## src/rtl/bcd_counter_mux7seg.sv

```systemverilog
// N-digit BCD up/down counter with a time-multiplexed 7-segment display driver.
// Tick and scan prescalers run from clk; outputs are registered, one cycle behind count/index.
module bcd_counter_mux7seg #(
  parameter int   DIGITS         = 3,
  parameter int   TICK_DIV       = 1000000,
  parameter int   SCAN_DIV       = 1000,
  parameter logic SEG_ACTIVE_LOW = 1'b0,
  parameter logic DIG_ACTIVE_LOW = 1'b0,
  parameter logic BLANK_LZ       = 1'b1
) (
  input  logic                  clk,
  input  logic                  rst_n,
  input  logic                  enable,
  input  logic                  up_dn,
  input  logic                  load,
  input  logic [4*DIGITS-1:0]   load_val,
  output logic [6:0]            seg_out,
  output logic [DIGITS-1:0]     digit_sel,
  output logic [4*DIGITS-1:0]   count_bcd,
  output logic                  wrap
);

  localparam int TW = (TICK_DIV > 1) ? $clog2(TICK_DIV) : 1;
  localparam int SW = (SCAN_DIV > 1) ? $clog2(SCAN_DIV) : 1;
  localparam int IW = (DIGITS > 1) ? $clog2(DIGITS) : 1;

  localparam logic [6:0]        SEG_OFF = SEG_ACTIVE_LOW ? 7'h7F : 7'h00;
  localparam logic [DIGITS-1:0] DIG_OFF = DIG_ACTIVE_LOW ? {DIGITS{1'b1}} : {DIGITS{1'b0}};

  logic [TW-1:0]         tick_cnt;
  logic [SW-1:0]         scan_cnt;
  logic [IW-1:0]         scan_idx;
  logic                  tick;
  logic                  full_wrap;
  logic [4*DIGITS-1:0]   next_cnt;
  logic [4*DIGITS-1:0]   load_clean;
  logic [DIGITS-1:0]     lz;
  logic [3:0]            cur_nib;
  logic                  blank;
  logic [6:0]            seg_lit;
  logic [DIGITS-1:0]     onehot;

  function automatic logic [6:0] seg_decode(input logic [3:0] n);
    case (n)
      4'd0: seg_decode = 7'h3F;
      4'd1: seg_decode = 7'h06;
      4'd2: seg_decode = 7'h5B;
      4'd3: seg_decode = 7'h4F;
      4'd4: seg_decode = 7'h66;
      4'd5: seg_decode = 7'h6D;
      4'd6: seg_decode = 7'h7D;
      4'd7: seg_decode = 7'h07;
      4'd8: seg_decode = 7'h7F;
      4'd9: seg_decode = 7'h6F;
      default: seg_decode = 7'h00;
    endcase
  endfunction

  assign tick = enable && (tick_cnt == TW'(TICK_DIV - 1));

  // Ripple carry/borrow; carry surviving past the top digit means a full wrap.
  always_comb begin
    logic carry;
    next_cnt = count_bcd;
    carry    = 1'b1;
    for (int i = 0; i < DIGITS; i++) begin
      if (carry) begin
        if (up_dn) begin
          if (count_bcd[4*i +: 4] == 4'd9) next_cnt[4*i +: 4] = 4'd0;
          else begin
            next_cnt[4*i +: 4] = count_bcd[4*i +: 4] + 4'd1;
            carry = 1'b0;
          end
        end else begin
          if (count_bcd[4*i +: 4] == 4'd0) next_cnt[4*i +: 4] = 4'd9;
          else begin
            next_cnt[4*i +: 4] = count_bcd[4*i +: 4] - 4'd1;
            carry = 1'b0;
          end
        end
      end
    end
    full_wrap = carry;
  end

  always_comb begin
    load_clean = '0;
    for (int i = 0; i < DIGITS; i++)
      load_clean[4*i +: 4] = (load_val[4*i +: 4] > 4'd9) ? 4'd0 : load_val[4*i +: 4];
  end

  // lz[i]: digit i and every digit above it are zero.
  always_comb begin
    logic zero_above;
    lz         = '0;
    zero_above = 1'b1;
    for (int i = DIGITS - 1; i >= 0; i--) begin
      zero_above = zero_above & (count_bcd[4*i +: 4] == 4'd0);
      lz[i]      = zero_above;
    end
  end

  always_comb begin
    cur_nib = count_bcd[4*scan_idx +: 4];
    blank   = BLANK_LZ && (scan_idx != '0) && lz[scan_idx];
    seg_lit = blank ? 7'h00 : seg_decode(cur_nib);
    onehot  = DIGITS'(1) << scan_idx;
  end

  always_ff @(posedge clk) begin
    if (!rst_n) begin
      count_bcd <= '0;
      tick_cnt  <= '0;
      wrap      <= 1'b0;
    end else begin
      wrap <= 1'b0;
      if (load) begin
        count_bcd <= load_clean;
        tick_cnt  <= '0;
      end else if (tick) begin
        count_bcd <= next_cnt;
        tick_cnt  <= '0;
        wrap      <= full_wrap;
      end else if (enable) begin
        tick_cnt  <= tick_cnt + 1'b1;
      end
    end
  end

  always_ff @(posedge clk) begin
    if (!rst_n) begin
      scan_cnt  <= '0;
      scan_idx  <= '0;
      seg_out   <= SEG_OFF;
      digit_sel <= DIG_OFF;
    end else begin
      if (scan_cnt == SW'(SCAN_DIV - 1)) begin
        scan_cnt <= '0;
        scan_idx <= (scan_idx == IW'(DIGITS - 1)) ? '0 : scan_idx + 1'b1;
      end else begin
        scan_cnt <= scan_cnt + 1'b1;
      end
      seg_out   <= SEG_ACTIVE_LOW ? ~seg_lit : seg_lit;
      digit_sel <= DIG_ACTIVE_LOW ? ~onehot : onehot;
    end
  end

endmodule

```

## config.mk

```make
export PLATFORM = sky130hd
export DESIGN_NAME = bcd_counter_mux7seg
export DESIGN_NICKNAME = d
export VERILOG_FILES = /design/src/rtl/bcd_counter_mux7seg.sv
export SDC_FILE = /design/constraint.sdc
export NUM_CORES = 1
export LEC_CHECK = 0
export ABC_AREA = 1
export CAP_MARGIN = 40
export CORE_UTILIZATION = 52
export CTS_BUF_LIST = sky130_fd_sc_hd__clkbuf_2
export DETAILED_ROUTE_END_ITERATION = 7
export PLACE_DENSITY = 0.78
export REMOVE_ABC_BUFFERS = 1
export SLEW_MARGIN = 20
export SYNTH_ARGS = -nofsm -noshare
export SYNTH_HDL_FRONTEND = slang
export SYNTH_SLANG_ARGS = --single-unit
```

## constraint.sdc

```tcl
create_clock -name clk -period 1.5 [get_ports clk]
set_input_delay 0.3 -clock clk [delete_from_list [all_inputs] [get_ports clk]]
set_output_delay 0.3 -clock clk [all_outputs]
set_load 0.02 [all_outputs]
```

==> results.md, run 1 <==
* Status: finished, violations left
* Max-Cap Viols at 0
* Drt via density at 5.465
* Synth warnings at 0
* Yosys cell types at 33
* Ys async rst share at 0
* Reg clk slew, reported paths at 0.33 ns
* Post-synthesis cell area at 3238 um^2
* Setup violations, final at 18
* Clk_skew at 0.02021 ns
* Slew @ Worst Pin at between 0.4 and 0.5 ns
* Number of global-route vias before repair at 3,235
* Worst Path Arrival at about 2.1 ns
* Placer Congestion at 0.9094
* Crit path required time at 1.93 ns
* Maximum clock frequency at 0.6183 GHz
* Clock sinks at 55
* Fin worst setup slack at -0.1174 ns
* Comb power frac at 0.265
* Placed insts at 662
* Part of the power in the clock network at 0.233
* CTS Buf Count at 5
* ANT cells at 0
* DR vias at 3,793
* DRC viols at 0
* Placeable Area at 5956 um^2
* Top delay family on crit path: flip-flops
* Count leader, synth: nand2_1
* FF/Latch Area at 1159 um^2
* VDD IR max at just under 0.5 mV
* Flop pwr share at 0.502
* Die X at slightly above 80 um
* Slew Limit Headroom at 0.7318
* Grt ovf at 0
* Clock Tree Buf Depth at 2
* Wire per inst at 14.66 um
* Clock Latency Late Sink at roughly 0.50 ns
* CTS H-tree lvls at 2
* Root Driver: clkbuf_2
* Layout cells sized above 1 at 0.3425
* Top-area cell type share of the netlist area at 0.3400
* Synth cell count leaders: nand2_1, nor2_1, dfxtp_1, inv_1, nand3_1
* Post-synth top area cell: dfxtp_1
* Post-Synthesis Cells at just over 500
* Switching Power at roughly 1.1 mW
* DP Area at 4071 um^2
* FF-to-FF setup slack at -0.12 ns
* Placement Setup Slack at -0.3979 ns
* Min cycle time layout at 1.617 ns
* Post-synth EDFFs at 0
* Slew Viols, Final at 0
* Detailed Route Iter0 Violations at 331
* Critical path fanouts, max at 4
* Mean Syn Cell Area at approximately 6.4 um^2
* Area of the multi-input gates at 2207 um^2
* Worst Setup End Kind: flop
* Slowest CP cell: dfxtp_4
* Type of origin of the critical path: flop
* Largest net degree at the start of global routing at 21
* Leakage at 2.125 nW
* Die ar. at 6546 um^2
* Most area-consuming cells after synthesis: dfxtp_1, nand2_1, nor2_1, nand3_1, inv_1
* Critical path's largest stage delay at roughly 0.46 ns
* Hold WS at about 0.44 ns
* Synth Register Bits at 55
* Initial antenna violation count at 0
* CP Cell Sequence: inv_4 > nand2_4 > o211ai_1 > inv_1 > buf_6 > ha_4 > nand3b_1 > nand3_1 > a21oi_1
* CTS tree: yes
* Hold Crit Class: reg -> reg
* Fillers at between 400 and 500
* Power density cells at 666.9 nW/um^2
* CP Buf/Inv Count at 3
* Seq/Total Area, Yosys at 0.3400
* Hold Fails Final Rpt at 0
* Total Negative Setup Slacks at -0.9001 ns
* Net Sw Frac at 0.3547
* Ys flop type: dfxtp_1
* TritonRoute pass-1 iters at 5
* Rows at 28
* Crit Path Class: reg -> reg
* Die height at 80.91 um
* Post-route antenna net violation count at 0
* Nets at 643
* Port Buffers at 39
* RSZ-0062 raised after global routing: yes
* Post-Route WL at 10,180 um
* Failing checks: setup timing
* Placed wire-length estimate at about 6100 um
* Global-route wire length before repair at between 10,000 and 15,000 um
* Post-route cell area at 4671 um^2
* Starting density of the core at 0.5437
* Internal at 2.010 mW
* GRT Overall Usage at 0.2760
* Final period utilization at 1.078
* Area growth, synth to finish at 44.24%
* Final Non-Filler Cells at roughly 700
* Io pins at 40
==> power groups by stage <==
stage,clock (mW),combinational (mW),sequential [mW]
floorplan,0,0.320,1.65
global placement,0,0.698,1.59
detailed placement,0,0.714,1.59
CTS,0.719,0.735,1.56
global route,0.785,0.903,1.57
finish,0.726,0.826,1.56
==> layout by cell type (no fill, tap or decap), drive strengths merged <==
| master | count |
|---|---|
| nor2 | 102 |
| clkdlybuf4s50 | 16 |
| buf | 89 |
| o21ai | 25 |
| a21oi | 28 |
| nor3 | 11 |
| xor2 | 10 |
| o211ai | 1 |
| inv | 57 |
| nand4 | 9 |
| nand3b | 2 |
| nor3b | 1 |
| clkbuf | 16 |
| dfxtp | 55 |
| ha | 8 |
| o21bai | 1 |
| clkdlybuf4s15 | 1 |
| nand3 | 41 |
| clkinv | 2 |
| a31oi | 3 |
| xnor2 | 7 |
| or2 | 2 |
| nand2 | 132 |
==> path summary, 6_finish.rpt <==
| check | end | cells past startpoint | from |
|---|---|---|---|
| max | seg_out[4]$_SDFF_PP0_ | 9 | scan_idx[1]$_SDFFE_PN0N_ |
| min reg2reg | scan_cnt[0]$_SDFF_PP0_ | 1 | scan_cnt[0]$_SDFF_PP0_ |
| max reg2reg | seg_out[4]$_SDFF_PP0_ | 9 | scan_idx[1]$_SDFFE_PN0N_ |
| min | scan_cnt[0]$_SDFF_PP0_ | 1 | scan_cnt[0]$_SDFF_PP0_ |
==> sequential cells by signal (all words and copies together), names as in the netlist <==
name       count
tick_cnt      20
count_bcd     12
wrap           1
digit_sel      3
scan_idx       2
scan_cnt      10
seg_out        7
==> cell type report <==
| cell class | count | area share |
|---|---|---|
| Timing Repair Buffer | 117 | 0.2006 |
| Sequential cell | 55 | 0.2481 |
| Clock inverter | 3 | 0.006697 |
| Inverter | 56 | 0.04661 |
| Tap cell | 75 | 0.02009 |
| Clock buffer | 5 | 0.005358 |
| Multi-Input combinational cell | 383 | 0.4725 |
==> timing repair <==
item | CTS | global route
pin swaps | 12 | 39
setup buffers | 7 | 16
hold buffers | 0 | 0
endpoints found under the setup margin | 57 | 65
gates resized for setup | 111 | 112
gates cloned | 1 | 0
==> cells by family after synthesis <==
| group | after synthesis | synth area share |
|---|---|---|
| AO/OA/AOI/OAI | 58 | 0.09467 |
| buffers and inverters | 66 | 0.08539 |
| flip-flops | 55 | 0.3400 |
| XOR/XNOR | 17 | 0.04598 |
| AND/OR/NAND/NOR | 299 | 0.4030 |
| adder cells (fa/ha/maj) | 8 | 0.03091 |
==> metrics by stage <==
step	util	power [mW]
global placement	0.6836	2.287
detailed placement	0.6836	2.305
floorplan	-	1.966
CTS	0.7202	3.017
finish	0.7842	3.115
global route	0.7842	3.261
==> layer usage <==
layer  GRT usage  vias up  share of wire
met5           0        -              0
met4      0.1000        0          0.040
met3     0.04494       46          0.075
met2      0.5042      210           0.50
met1      0.3212     1698           0.39
li1            -     1839              -
==> worst reg2reg max path, cell delays in order (launching register included) <==
cell	delay (ns)
dfxtp_4	0.46
inv_4	0.09
nand2_4	0.05
o211ai_1	0.24
inv_1	0.12
buf_6	0.15
ha_4	0.15
nand3b_1	0.15
nand3_1	0.10
a21oi_1	0.07
Power figures use the tool's default switching activity.
==> run 2: changes to the inputs <==
--- a/config.mk
+++ b/config.mk
@@ -9,6 +9,7 @@
 export CAP_MARGIN = 40
 export CORE_UTILIZATION = 52
 export CTS_BUF_LIST = sky130_fd_sc_hd__clkbuf_2
+export CTS_CLUSTER_DIAMETER = 100
 export DETAILED_ROUTE_END_ITERATION = 7
 export PLACE_DENSITY = 0.78
 export REMOVE_ABC_BUFFERS = 1
==> results of run 2 <==
Final layout, timing and power as in run 1 (identical DEF).
